### config.mk
export PLATFORM = sky130hd
export DESIGN_NAME = alu_pipe_responder
export DESIGN_NICKNAME = d
export VERILOG_FILES = /design/src/rtl/alu_pipe_pkg.sv /design/src/rtl/alu_pipe_core.sv /design/src/rtl/alu_pipe_responder.sv
export SDC_FILE = /design/constraint.sdc
export NUM_CORES = 1
export LEC_CHECK = 0
export BUFFER_PORTS_ARGS = -buffer_cell sky130_fd_sc_hd__buf_2
export CAP_MARGIN = 20
export CORE_AREA = 4 4 76 78
export CTS_BUF_LIST = sky130_fd_sc_hd__clkbuf_4
export DETAILED_ROUTE_END_ITERATION = 12
export DIE_AREA = 0 0 80 82
export GPL_TIMING_DRIVEN = 0
export PLACE_DENSITY_LB_ADDON = 0.3
export REMOVE_ABC_BUFFERS = 1
export SKIP_LAST_GASP = 1
export SLEW_MARGIN = 20
export SYNTH_ARGS = -nofsm -noshare
export SYNTH_HDL_FRONTEND = slang
export SYNTH_HIERARCHICAL = 1
export SYNTH_SLANG_ARGS = --single-unit
### constraint.sdc
create_clock -name clk -period 3.4 [get_ports clk]
set_clock_uncertainty 0.1 [all_clocks]
set_input_delay 0.17 -clock clk [delete_from_list [all_inputs] [get_ports clk]]
set_output_delay 0.17 -clock clk [all_outputs]
set_load 0.005 [all_outputs]
### src/rtl/alu_pipe_pkg.sv
// Package for the handshaked ALU responder.
// Holds opcode encodings, flag bit positions inside the packed flag vector,
// and the default operand width shared by the top and the compute core.
package alu_pipe_pkg;

  localparam int DEF_WIDTH = 8;

  // Opcode encodings carried on Select
  localparam logic [2:0] OP_ADD = 3'd0;
  localparam logic [2:0] OP_SUB = 3'd1;
  localparam logic [2:0] OP_AND = 3'd2;
  localparam logic [2:0] OP_OR  = 3'd3;
  localparam logic [2:0] OP_XOR = 3'd4;
  localparam logic [2:0] OP_NOT = 3'd5;
  localparam logic [2:0] OP_SHL = 3'd6;
  localparam logic [2:0] OP_SHR = 3'd7;

  // Bit positions of the flags inside a packed {N,V,Z,C} vector
  localparam int FLG_W = 4;
  localparam int FLG_N = 3;
  localparam int FLG_V = 2;
  localparam int FLG_Z = 1;
  localparam int FLG_C = 0;

endpackage

### src/rtl/alu_pipe_core.sv
// Purely combinational ALU used as the S2 compute stage.
// Ports:
//   sel    : opcode (see alu_pipe_pkg OP_*)
//   a, b   : operands
//   result : low WIDTH bits of the WIDTH+1 bit internal result
//   flags  : packed {N,V,Z,C}, bit positions from alu_pipe_pkg FLG_*
module alu_pipe_core
  import alu_pipe_pkg::*;
#(
  parameter int WIDTH = DEF_WIDTH
) (
  input  logic [2:0]       sel,
  input  logic [WIDTH-1:0] a,
  input  logic [WIDTH-1:0] b,
  output logic [WIDTH-1:0] result,
  output logic [FLG_W-1:0] flags
);

  logic [WIDTH:0] wide_s;
  logic           v_s;
  logic           c_s;

  // Opcode decode, result and flag generation
  always_comb begin
    wide_s = {(WIDTH+1){1'b0}};
    v_s    = 1'b0;
    c_s    = 1'b0;
    case (sel)
      OP_ADD: begin
        wide_s = {1'b0, a} + {1'b0, b};
        c_s    = wide_s[WIDTH];
        // overflow: operands agree in sign, result does not
        v_s    = (a[WIDTH-1] == b[WIDTH-1]) && (wide_s[WIDTH-1] != a[WIDTH-1]);
      end
      OP_SUB: begin
        wide_s = {1'b0, a} - {1'b0, b};
        // the extra bit goes high exactly when a < b (borrow)
        c_s    = wide_s[WIDTH];
        v_s    = (a[WIDTH-1] != b[WIDTH-1]) && (wide_s[WIDTH-1] != a[WIDTH-1]);
      end
      OP_AND: wide_s = {1'b0, a & b};
      OP_OR:  wide_s = {1'b0, a | b};
      OP_XOR: wide_s = {1'b0, a ^ b};
      OP_NOT: wide_s = {1'b0, ~a};
      OP_SHL: begin
        wide_s = {1'b0, a[WIDTH-2:0], 1'b0};
        c_s    = a[WIDTH-1];
      end
      OP_SHR: begin
        wide_s = {2'b00, a[WIDTH-1:1]};
        c_s    = a[0];
      end
      default: begin
        wide_s = {(WIDTH+1){1'b0}};
        v_s    = 1'b0;
        c_s    = 1'b0;
      end
    endcase
    result        = wide_s[WIDTH-1:0];
    flags         = {FLG_W{1'b0}};
    flags[FLG_N]  = wide_s[WIDTH-1];
    flags[FLG_V]  = v_s;
    flags[FLG_Z]  = (wide_s[WIDTH-1:0] == {WIDTH{1'b0}});
    flags[FLG_C]  = c_s;
  end

endmodule

### src/rtl/alu_pipe_responder.sv
// Two-stage handshaked ALU responder.
//   S1 registers the accepted request, S2 registers the computed response.
// Ports:
//   clk, rst_n           : clock, synchronous active-low reset
//   in_valid / in_ready  : request handshake; Select, A, B carry the request
//   use_acc              : (ALU_PIPE_ACCUM_EN only) take operand A from the accumulator
//   out_valid / out_ready: response handshake; Result, N, V, Z, C carry the response
// Build option: define ALU_PIPE_ACCUM_EN to add the accumulator and use_acc port.
module alu_pipe_responder
  import alu_pipe_pkg::*;
#(
  parameter int WIDTH = DEF_WIDTH
) (
  input  logic             clk,
  input  logic             rst_n,
  input  logic             in_valid,
  output logic             in_ready,
  input  logic [2:0]       Select,
  input  logic [WIDTH-1:0] A,
  input  logic [WIDTH-1:0] B,
`ifdef ALU_PIPE_ACCUM_EN
  input  logic             use_acc,
`endif
  output logic             out_valid,
  input  logic             out_ready,
  output logic [WIDTH-1:0] Result,
  output logic             N,
  output logic             V,
  output logic             Z,
  output logic             C
);

  logic             s1_valid_r;
  logic [2:0]       s1_sel_r;
  logic [WIDTH-1:0] s1_a_r;
  logic [WIDTH-1:0] s1_b_r;
  logic             s2_valid_r;
  logic [WIDTH-1:0] result_r;
  logic [FLG_W-1:0] flags_r;

  logic             s1_adv_s;
  logic             s2_adv_s;
  logic             in_ready_s;
  logic             accept_s;
  logic [WIDTH-1:0] core_a_s;
  logic [WIDTH-1:0] core_res_s;
  logic [FLG_W-1:0] core_flags_s;

`ifdef ALU_PIPE_ACCUM_EN
  logic             s1_acc_r;
  logic [WIDTH-1:0] acc_r;
  logic             hazard_s;
`endif

  // Pipeline advance and request-side ready
  always_comb begin
    s2_adv_s = !s2_valid_r || out_ready;
    s1_adv_s = !s1_valid_r || s2_adv_s;
`ifdef ALU_PIPE_ACCUM_EN
    // A use_acc request waits until every older op has been handed off;
    // accepting during the handoff cycle is fine since acc_r updates on that edge.
    hazard_s   = use_acc && (s1_valid_r || (s2_valid_r && !out_ready));
    in_ready_s = s1_adv_s && !hazard_s;
    core_a_s   = s1_acc_r ? acc_r : s1_a_r;
`else
    in_ready_s = s1_adv_s;
    core_a_s   = s1_a_r;
`endif
    accept_s = in_valid && in_ready_s;
  end

  alu_pipe_core #(.WIDTH(WIDTH)) u_core (
    .sel    (s1_sel_r),
    .a      (core_a_s),
    .b      (s1_b_r),
    .result (core_res_s),
    .flags  (core_flags_s)
  );

  // S1 operand register and S2 result register
  always_ff @(posedge clk) begin
    if (!rst_n) begin
      s1_valid_r <= 1'b0;
      s1_sel_r   <= 3'd0;
      s1_a_r     <= {WIDTH{1'b0}};
      s1_b_r     <= {WIDTH{1'b0}};
      s2_valid_r <= 1'b0;
      result_r   <= {WIDTH{1'b0}};
      flags_r    <= {FLG_W{1'b0}};
    end else begin
      if (s1_adv_s) begin
        s1_valid_r <= accept_s;
      end
      if (accept_s) begin
        s1_sel_r <= Select;
        s1_a_r   <= A;
        s1_b_r   <= B;
      end
      if (s2_adv_s) begin
        s2_valid_r <= s1_valid_r;
      end
      // result/flags only change when a new op moves in, so they hold while stalled
      if (s2_adv_s && s1_valid_r) begin
        result_r <= core_res_s;
        flags_r  <= core_flags_s;
      end
    end
  end

`ifdef ALU_PIPE_ACCUM_EN
  // Accumulator tracks the last response handed off, plus the per-op use_acc tag
  always_ff @(posedge clk) begin
    if (!rst_n) begin
      acc_r    <= {WIDTH{1'b0}};
      s1_acc_r <= 1'b0;
    end else begin
      if (s2_valid_r && out_ready) begin
        acc_r <= result_r;
      end
      if (accept_s) begin
        s1_acc_r <= use_acc;
      end
    end
  end
`endif

  assign in_ready  = in_ready_s;
  assign out_valid = s2_valid_r;
  assign Result    = result_r;
  assign N         = flags_r[FLG_N];
  assign V         = flags_r[FLG_V];
  assign Z         = flags_r[FLG_Z];
  assign C         = flags_r[FLG_C];

endmodule

# Word-level counts from Yosys, hierarchy flattened
# Cells that the tools add are included.
# totals
ff_bits	33
output_inout_bits	14
# classes
add_sub_neg	2
eq_ne	11
muxes	3
bitwise	4
reduce_logical	10
# op_table
cell	count
$pmux W8 S8	1
$eq A3 B3 Y1 const B	4
$add A8 B8 Y9	1
$sub A8 B8 Y9	1
$and A8 B8 Y8	1
$logic_not A8 Y1	1
$not A8 Y8	1
$or A8 B8 Y8	1
$xor A8 B8 Y8	1
$eq A3 B2 Y1 const B	2
$logic_and A1 B1 Y1	4
$pmux W1 S4	1
$eq A3 B1 Y1 const B	1
$logic_not A3 Y1	1
$ne A1 B1 Y1	3
$logic_not A1 Y1	2
$logic_or A1 B1 Y1	2
$pmux W1 S2	1
$eq A1 B1 Y1	1

# Longest topological paths before layout
# Gate-level depths: netlist of run 1.
# depth
word_depth	4
mapped_depth	13

# Hierarchy
# Netlist of run 1, hierarchy kept.
# by_module_without_submodules
module	n_inst	cells_per_inst	area_each_um2	seq_area_each_um2
alu_pipe_core	1	233	1631.6	0.0
alu_pipe_responder	1	146	1333.8	660.6

# Least setup slack after synthesis of run 1
# No wires, ideal clock.
# synth_timing
path_type	reg-to-reg
startpoint	register s1_a_r[7], in the netlist core_a_s[7]
endpoint	register flags_r[1]
setup_time_ps	76
arrival_ps	2303
setup_slack_ps	921
stages_incl_launch_ff	12
cell_sequence	dfxtp_1 inv_1 ha_1 buf_2 nor3_1 nand3_1 o21ai_0 o21ba_1 a221o_1 nor4_2 nand3_1 a21boi_0
# synth_between
elab_chain_cells	3
# synth_rtl
item	line_no	source
start: declaration	alu_pipe_responder.sv:35	logic [WIDTH-1:0] s1_a_r;
start signal: assignment	alu_pipe_responder.sv:85	s1_a_r <= {WIDTH{1'b0}};
$sub A8 B8 Y9, or another cell as far along	alu_pipe_core.sv:36	wide_s = {1'b0, a} - {1'b0, b};
$pmux W8 S8 (*)	alu_pipe_core.sv:28	case (sel)
via core_flags_s[3]	alu_pipe_responder.sv:47	logic [FLG_W-1:0] core_flags_s;
$logic_not A8 Y1 (*)	alu_pipe_core.sv:63	flags[FLG_Z] = (wide_s[WIDTH-1:0] == {WIDTH{1'b0}});
via core_flags_s[1]	alu_pipe_responder.sv:47	
end signal: assignment	alu_pipe_responder.sv:89	flags_r <= {FLG_W{1'b0}};
end signal: assignment	alu_pipe_responder.sv:105	flags_r <= core_flags_s;
end: declaration	alu_pipe_responder.sv:39	logic [FLG_W-1:0] flags_r;
# Mark *: on every way through the listed nets, which the timed path passes. The rest lies on a longest branch.
# A chain may end at the register's enable or synchronous reset.

# Worst setup path in the final report of run 1
# layout_timing
startpoint	register s1_a_r[2], in the netlist core_a_s[2]
endpoint	register flags_r[1]
# layout_between
elab_chain_cells	3
# layout_rtl
item	line_no	source
$sub A8 B8 Y9 / $add A8 B8 Y9 (equally long branches)	alu_pipe_core.sv:36, alu_pipe_core.sv:30	
$pmux W8 S8 (*)	alu_pipe_core.sv:28	
via core_res_s[6]	alu_pipe_responder.sv:46	logic [WIDTH-1:0] core_res_s;
$logic_not A8 Y1 (*)	alu_pipe_core.sv:63	
via core_flags_s[1]	alu_pipe_responder.sv:47	
# Marks and branches as above.

==> results of run 1 <==
[metal layers]
layer / wire length, µm / track usage [%]
met1: 3170 / 29.3
met2: 3210 / 35.7
met3: 416 / 3.40
met4: 112 / 7.94
met5: 0 / 0
[layout make-up]
| class | instances | area [µm²] | share of cell area [%] |
|---|---|---|---|
| multi-input combinational | 285 | 2010 | 60.4 |
| sequential | 33 | 662 | 19.9 |
| timing repair buffer | 56 | 398 | 12.0 |
| tap | 70 | 87.6 | 2.63 |
| clock buffer | 5 | 37.5 | 1.13 |
| clock inverter | 3 | 12.5 | 0.376 |
| inverter | 32 | 120 | 3.61 |
[cells by family (layout without fill, tap and decap cells)]
family | count (synthesis) | count (layout)
buf+inv | 61 | 96
simple gates | 126 | 126
fa+ha+maj | 26 | 26
mux | 26 | 26
compound gates | 99 | 99
flops | 33 | 33
xor+xnor | 8 | 8
[power by group]
group / leakage [nW] / internal, mW / switching [mW]
Sequential: 0.271 / 0.410 / 0.0421
Combinational: 1.13 / 0.165 / 0.192
Clock: 0.0300 / 0.0748 / 0.139
Total: 1.43 / 0.650 / 0.373
[state kept, by name, summed over array words and instances (netlist names)]
register    count
Result          8
core_a_s        8
s1_b_r          8
flags_r         4
s1_sel_r        3
out_valid       1
s1_valid_r      1
[timing repair]
| action | in CTS | in global routing |
|---|---|---|
| hold buffers | 19 | 0 |
| endpoints found under the setup margin | 0 | 0 |
| buffers inserted | 0 | 0 |
| hold endpoints to repair | 19 | 0 |
[tightest hold or removal path, cell delays in order]
cell and delay [ns]:
buf_2 0.09, a21oi_1 0.04, nor2b_1 0.12
[through the flow]
step,setup slack (ns),hold slack [ns],instances
after floorplan,0.926,0.198,350
after global placement,0.300,0.311,456
after detailed placement,0.375,0.323,457
after CTS,0.355,0.0272,484
after global routing,0.125,0.0269,484
final,0.340,0.0276,484
[path summary, 6_finish.rpt]
| path | from | end | slack (ns) | cells after the start |
|---|---|---|---|---|
| worst min register to register | Result[3]$_SDFFE_PN0P_ | Result[3]$_SDFFE_PN0P_ | 0.38 | 2 |
| worst max-delay path | core_a_s[2]$_SDFFE_PN0P_ | flags_r[1]$_SDFFE_PN0P_ | 0.34 | 10 |
| worst max register to register | core_a_s[2]$_SDFFE_PN0P_ | flags_r[1]$_SDFFE_PN0P_ | 0.34 | 10 |
| worst min-delay path | in_valid | s1_valid_r$_SDFFE_PN0P_ | 0.03 | 3 |
[placed cells by master (no fill, tap or decap), types with 3 or more instances in the layout]
master,netlist,layout
nor3_1,8,8
a21o_1,3,3
o22ai_1,4,4
clkbuf_4,0,5
a211oi_1,3,3
buf_2,12,36
nand2_1,52,52
nand3_1,15,15
and2_1,3,3
nor4_1,4,4
nor2_1,13,13
o21ai_0,21,21
o21bai_1,3,3
dfxtp_1,33,32
a221oi_1,3,3
a21boi_0,12,12
a21oi_1,18,18
nor3b_1,3,3
nor2b_1,5,5
a31oi_1,3,3
o211ai_1,5,5
dlygate4sd3_1,0,19
xnor2_1,7,7
mux2i_1,24,24
inv_1,31,31
ha_1,24,24
nand2b_1,12,12
==> results.toml, run 1 <==
[timing]
finalHoldViolCount = 0
period_minus_slack_ns = 3.06
slew_headroom_pct = 41.6
rsz0062_at_grt = "no"
setup_violations = 0
tightest_slew_ns = 0.875
fmax_mhz = 327
slew_violations = 0
fin_crit_sh_pct = 90.0
fin_tns_setup_ns = 0

[logic_synthesis]
yosys_warnings = 6
synth_flop_cell = "dfxtp_1"
synth_mux_area_share_pct = 9.37
synth_cell_type_count = 64
async_reset_ff_share_pct = 0
ys_seq_elements = 33
synth_common_cells = "nand2_1 (52), dfxtp_1 (33), inv_1 (31)"
synth.top_cells.by_area = "dfxtp_1 (22%), ha_1 (10%), mux2i_1 (8.1%)"
synthCells = 379
yosysSeqAreaShare_pct = 22.3
synth.most_common_cell = "nand2_1"
syn_area_um2 = 2970
synthXorXnorAreaFrac_pct = 2.36
synth_compound_area_share_pct = 23.2
synth.avg_cell_area_um2 = 7.82
synth-adder-area-share_pct = 11.5
synth_top_area_share_pct = 22.3
synth-simple-area-share_pct = 21.1
synth_area_leader_cell = "dfxtp_1"
synth_top_family_by_area = "compound AO/OA/AOI/OAI gates"
synth_edf_count = 0

[outcome]
status = "finished clean"

[critical_path]
critPathMostFrequentCell = "nor4_1"
path_delay_family = "simple AND/OR/NAND/NOR gates"
startpoint_type = "flip-flop"
timing.critical_path.cells = "inv_1 -> ha_1 -> nand2b_1 -> a221oi_1 -> nor4_1 -> nor4_1 -> o22ai_1 -> nor4_2 -> nand3_1 -> a21boi_0"
cpMaxStageDelayCell = "a221oi_1"
crit_arrival_ns = 3.22
path_buf_inv = 1
path_max_fanout = 9
required_ns = 3.56
slowest_delay_ns = 0.47
endpoint_kind = "flip-flop"
crit_type = "flip-flop to flip-flop"

[placed_design]
io_buffer_count = 36
place_congestion = 0.887
placed_area_um2 = 3090
dp_hpwl_mm = 4.86

[clocking]
htree_levels = 2
cts_tree = "done"
worstSkewPairLatency_ns = 0.34
cts.path.max_buffers = 2
post_cts_resized = 0
cts_sinks = 33
cts_buffers = 5
clk_pin_slew_ns = 0.10
cts-root-buf = "clkbuf_4"

[pwr]
leakagePower_nw = 1.43
power_mw = 1.02
powerDensity_nw_per_um2 = 307
irDropWorstVdd_mv = 0.172

[route]
wl_per_cell_um = 14.3
ant_nets = 0
drt-total-wl_mm = 6.91
via_count = 2717
drc_errors = 0
drt_iter0_drc = 279
first_pass_iters = 4
viasPerCell = 5.61

[cells_and_area]
utilization_pct = 65.6
antenna_cells = 0
n_fill_cell = 451
design_area_um2 = 3330
drive_gt1_share_pct = 13.0
area_growth_pct = 12.2
fin_nets = 462

[die]
coreArea_um2 = 5070
initial_core_util_pct = 58.4
dieArea_um2 = 6560
die_w_um = 80
die_y_um = 82
io-pin-count = 37
num_rows = 26

[job]
drv_cap = 0

[global_routing]
antenna_found_initial = 0
grt_pass1_wl_mm = 11.5
first_global_vias = 2442
grt.total_usage_pct = 21.9
grt_remaining_overflow = 0
grt_max_degree = 53

[min_path]
min_path_type = "primary input to flip-flop"
Power figures use the tool's default switching activity.
==> run 2: changes to the inputs <==
- CORE_AREA: 4 4 76 78 -> 4 4 87 89
- DIE_AREA: 0 0 80 82 -> 0 0 91 93
==> run 2 against run 1 <==
  * Sequential share of layout area is 0.14 points lower
  * Sequential power hardly changed
  * Critical path type unchanged
  * Worst hold slack better by 0.14 ns
==> results.toml, run 2 (synthesis results as in run 1) <==
[outcome]
status = "finished clean"

[pwr]
comb_power_share_pct = 32.1
clkPwrFrac_pct = 27.4
power_frac_seq_pct = 40.5
netSwitchingFraction_pct = 34.3
p_sw_mw = 0.383
p_int_mw = 0.734
leakagePower_nw = 1.44
powerDensity_nw_per_um2 = 333
irDropWorstVdd_mv = 0.220

[cells_and_area]
drive_gt1_share_pct = 13.0
utilization_pct = 49.6
multi_input_area_um2 = 2010
area_growth_pct = 13.0
n_fill_cell = 667
antenna_cells = 0
final_common_cell = "nand2_1"
regArea_um2 = 662
final_cell_mix = "nand2_1 (52), buf_2 (36), dfxtp_1 (32), inv_1 (31)"
fin_nets = 462

[placed_design]
io_buffer_count = 36
dp_hpwl_mm = 5.17
place_congestion = 0.917

[route]
ant_nets = 0
first_pass_iters = 4
wl_per_cell_um = 14.8
drt-total-wl_mm = 7.29
drc_errors = 0
viasPerCell = 5.57
via_count = 2751
drt_iter0_drc = 270

[clocking]
clk_pin_slew_ns = 0.11
cts-root-buf = "clkbuf_4"
worstSkewPairLatency_ns = 0.35
cts_setup_buffers = 0
cts.path.max_buffers = 2
cts_sinks = 33
cts_tree = "done"
cts_buffers = 5
htree_levels = 2

[critical_path]
path_max_fanout = 9
r2r_cells = 10
crit_arrival_ns = 3.15
rr_startpoint = "core_a_s[1]$_SDFFE_PN0P_"
cpMaxStageDelayCell = "dfxtp_1"
rr_endpoint = "flags_r[1]$_SDFFE_PN0P_"
startpoint_type = "flip-flop"
slowest_delay_ns = 0.55
endpoint_kind = "flip-flop"
timing.critical_path.cells = "inv_1 -> ha_1 -> o21bai_1 -> a2111oi_0 -> o21ai_0 -> o21ba_1 -> a221o_1 -> nor4_2 -> nand3_1 -> a21boi_0"
crit_type = "flip-flop to flip-flop"
required_ns = 3.57
r2r_slack_ns = 0.42

[die]
die_w_um = 91
dieArea_um2 = 8460
num_rows = 30
initial_core_util_pct = 43.9
io-pin-count = 37
coreArea_um2 = 6760
die_y_um = 93

[timing]
fin_tns_setup_ns = 0
tightest_slew_ns = 0.876
slew_violations = 0
fin_crit_sh_pct = 87.6
rsz0062_at_grt = "no"
period_minus_slack_ns = 2.98
slew_headroom_pct = 41.5
setup_violations = 0
fmax_mhz = 336
worst_hold_slack_ns = 0.169
finalHoldViolCount = 0

[min_path]
hp-start = "out_ready"
holdPathEnd = "s1_valid_r$_SDFFE_PN0P_"
worstHoldPathCells = 4
min_path_type = "primary input to flip-flop"

[global_routing]
grt.total_usage_pct = 18.2
grt_pass1_wl_mm = 12.7
antenna_found_initial = 0
first_global_vias = 2637
grt_remaining_overflow = 0
grt_max_degree = 53

[job]
drv_cap = 0
run 2: critical path, delay by kind of cell (launching register included):
family / cells / cell delay, ns
AOI/OAI and AO/OA: 6 / 1.50
adders and majority gates: 1 / 0.34
buffers and inverters: 1 / 0.08
DFF: 1 / 0.55
and+or+nand+nor: 2 / 0.31
run 2: metrics by stage:
stage | power, mW | std cells | instance area, µm² | worst slack [ns]
2_1_floorplan | 0.698 | 350 | 2780 | 0.926
3_3_place_gp | 0.792 | 466 | 3060 | 0.281
3_5_place_dp | 0.799 | 466 | 3070 | 0.265
4_1_cts | 1.13 | 494 | 3350 | 0.232
5_1_grt | 1.20 | 494 | 3350 | 0.141
6_report | 1.12 | 494 | 3350 | 0.421
run 2: cell type report:
type	count	share of cell area [%]
repair buffers	56	11.3
well taps	80	2.99
flip-flops and latches	33	19.7
multi-input cells	285	60.0
inverters	32	3.58
clock buffers	6	1.34
clock inverters	2	1.01
run 2: worst max path at each step:
stage,from,end,slack [ns],cells after the start
6_report,core_a_s[1]$_SDFFE_PN0P_,flags_r[1]$_SDFFE_PN0P_,0.42,10
5_1_grt,core_a_s[7]$_SDFFE_PN0P_,flags_r[1]$_SDFFE_PN0P_,0.14,10
4_1_cts,s1_sel_r[0]$_SDFFE_PN0P_,flags_r[1]$_SDFFE_PN0P_,0.23,8
3_5_place_dp,s1_sel_r[0]$_SDFFE_PN0P_,flags_r[1]$_SDFFE_PN0P_,0.27,8
3_3_place_gp,s1_sel_r[0]$_SDFFE_PN0P_,flags_r[1]$_SDFFE_PN0P_,0.28,8
2_1_floorplan,s1_sel_r[0]$_SDFFE_PN0P_,flags_r[1]$_SDFFE_PN0P_,0.93,7
run 2: metal layers:
metal	vias to the layer above	GRT usage [%]	part of all wire [%]	wire [µm]
met2	69	29.6	47	3460
li1	1391	-	-	-
met4	0	7.79	2.8	207
met5	-	0	0	0
met3	20	2.90	3.9	283
met1	1271	23.8	46	3350
run 2: timing repair:
action                                 4_1_cts  5_1_grt
resized for setup                            0        0
hold buffers                                20        0
setup endpoints to repair                    0        0
endpoints found under the hold margin       20        0
run 2: power groups by stage:
stage / logic (mW) / clock network, mW / registers, mW
after floorplan: 0.248 / 0 / 0.450
after global placement: 0.332 / 0 / 0.460
after detailed placement: 0.338 / 0 / 0.461
after CTS: 0.357 / 0.317 / 0.453
after global routing: 0.404 / 0.336 / 0.458
final: 0.359 / 0.306 / 0.452
==> run 3: changes to the inputs <==
--- a/config.mk
+++ b/config.mk
@@ -8,8 +8,8 @@
 export BUFFER_PORTS_ARGS = -buffer_cell sky130_fd_sc_hd__buf_2
 export CAP_MARGIN = 20
-export CORE_AREA = 4 4 87 89
+export CORE_AREA = 8 8 91 93
 export CTS_BUF_LIST = sky130_fd_sc_hd__clkbuf_4
 export DETAILED_ROUTE_END_ITERATION = 12
-export DIE_AREA = 0 0 91 93
+export DIE_AREA = 0 0 99 101
 export GPL_TIMING_DRIVEN = 0
 export PLACE_DENSITY_LB_ADDON = 0.3
==> constraint.sdc (replaced) <==
create_clock -name clk -period 3.4 [get_ports clk]
set_clock_uncertainty 0.1 [all_clocks]
set_input_delay 0.51 -clock clk [delete_from_list [all_inputs] [get_ports clk]]
set_output_delay 0.51 -clock clk [all_outputs]
set_load 0.005 [all_outputs]
==> run 3 against run 2 <==
  * Worst hold slack gained 0.13 ns
  * Power shrank 1.6%
  * Combinational power shrank 5%
  * Cell count shrank 3.6%
==> results.toml, run 3 (synthesis results as in run 1) <==
[cells_and_area]
final_common_cell = "nand2_1"
fin_nets = 442
final_cell_mix = "nand2_1 (52), buf_2 (36), dfxtp_1 (32), inv_1 (31)"
utilization_pct = 45.4
drive_gt1_share_pct = 13.7
area_growth_pct = 6.37
antenna_cells = 0

[global_routing]
grt.total_usage_pct = 14.7
antenna_found_initial = 0
grt_pass1_wl_mm = 12.2
grt_remaining_overflow = 0
grt_max_degree = 53
first_global_vias = 2569

[route]
drt-total-wl_mm = 7.26
drt_iter0_drc = 201
drc_errors = 0
wl_per_cell_um = 15.3
first_pass_iters = 5
via_count = 2673
ant_nets = 0
viasPerCell = 5.62

[clocking]
worstSkewPairLatency_ns = 0.33
cts-root-buf = "clkbuf_4"
cts_sinks = 33
cts_setup_buffers = 0
htree_levels = 2
postCtsHoldBufs = 0
post_cts_resized = 0
cts.path.max_buffers = 2
cts_buffers = 5
cts_tree = "done"
clk_pin_slew_ns = 0.12

[die]
dieArea_um2 = 10000
io-pin-count = 37
die_y_um = 101
initial_core_util_pct = 42.7
num_rows = 31
coreArea_um2 = 6940
die_w_um = 99

[critical_path]
path_max_fanout = 9
rr_endpoint = "flags_r[1]$_SDFFE_PN0P_"
required_ns = 3.56
r2r_slack_ns = 0.47
rr_startpoint = "core_a_s[1]$_SDFFE_PN0P_"
crit_arrival_ns = 3.09
r2r_cells = 10
startpoint_type = "flip-flop"
endpoint_kind = "flip-flop"
crit_type = "flip-flop to flip-flop"

[timing]
setup_violations = 0
period_minus_slack_ns = 2.93
slew_violations = 0
slew_headroom_pct = 39.1
rsz0062_at_grt = "no"
fin_crit_sh_pct = 86.2
fmax_mhz = 341
tightest_slew_ns = 0.913
finalHoldViolCount = 0
fin_tns_setup_ns = 0
worst_hold_slack_ns = 0.302

[min_path]
hp-start = "B[3]"
worstHoldPathCells = 3
holdPathEnd = "s1_b_r[3]$_SDFFE_PN0P_"
min_path_type = "primary input to flip-flop"

[job]
drv_cap = 0

[placed_design]
dp_hpwl_mm = 5.33
io_buffer_count = 36
place_congestion = 0.919

[pwr]
leakagePower_nw = 1.35
powerDensity_nw_per_um2 = 349
power_mw = 1.10
irDropWorstVdd_mv = 0.208

[outcome]
status = "finished clean"
-- run 3: area by class of cell --
| cell class | instances | area, µm² |
|---|---|---|
| fill | 697 | 3790 |
| multi-input combinational | 285 | 2010 |
| sequential | 33 | 662 |
| timing repair buffer | 36 | 180 |
| inverter | 32 | 120 |
| tap | 82 | 103 |
| clock buffer | 6 | 45.0 |
| clock inverter | 2 | 33.8 |
-- run 3: through the flow --
step | std cells | worst slack [ns] | area [µm²]
after floorplan | 350 | 0.926 | 2780
after global placement | 468 | 0.270 | 3070
after CTS | 476 | 0.239 | 3150
after detailed placement | 468 | 0.276 | 3070
after global routing | 476 | 0.311 | 3150
final | 476 | 0.469 | 3150
-- run 3: worst max path at each step --
stage                                    endpoint  cells after the start                      from
after floorplan           flags_r[1]$_SDFFE_PN0P_                      7  s1_sel_r[0]$_SDFFE_PN0P_
after global placement    flags_r[1]$_SDFFE_PN0P_                      8  s1_sel_r[0]$_SDFFE_PN0P_
after detailed placement  flags_r[1]$_SDFFE_PN0P_                      8  s1_sel_r[0]$_SDFFE_PN0P_
after CTS                 flags_r[1]$_SDFFE_PN0P_                      8  s1_sel_r[0]$_SDFFE_PN0P_
after global routing      flags_r[1]$_SDFFE_PN0P_                     10  core_a_s[1]$_SDFFE_PN0P_
final                     flags_r[1]$_SDFFE_PN0P_                     10  core_a_s[1]$_SDFFE_PN0P_
-- run 3: worst max-delay path, stage by stage, from the launching register on --
cell and delay [ns]:
dfxtp_1 0.56, inv_1 0.09, ha_1 0.34, o21bai_1 0.30, nand3b_1 0.20, a31oi_2 0.31
xnor2_1 0.11, a221o_1 0.35, nor4_2 0.23, nand3_1 0.10, a21boi_0 0.17
-- run 3: power by group --
group | switching, mW | leakage, nW | internal (mW)
Combinational | 0.194 | 1.04 | 0.147
Sequential | 0.0426 | 0.271 | 0.410
Clock | 0.144 | 0.0433 | 0.161
Total | 0.381 | 1.35 | 0.719
-- run 3: layer usage --
layer,global-route usage [%],up-vias,part of all wire [%],routed length (µm)
li1,-,1349,-,-
met3,2.62,11,3.8,274
met4,5.90,0,1.7,124
met2,24.9,62,47,3440
met1,18.0,1251,47,3420
met5,0,-,0,0
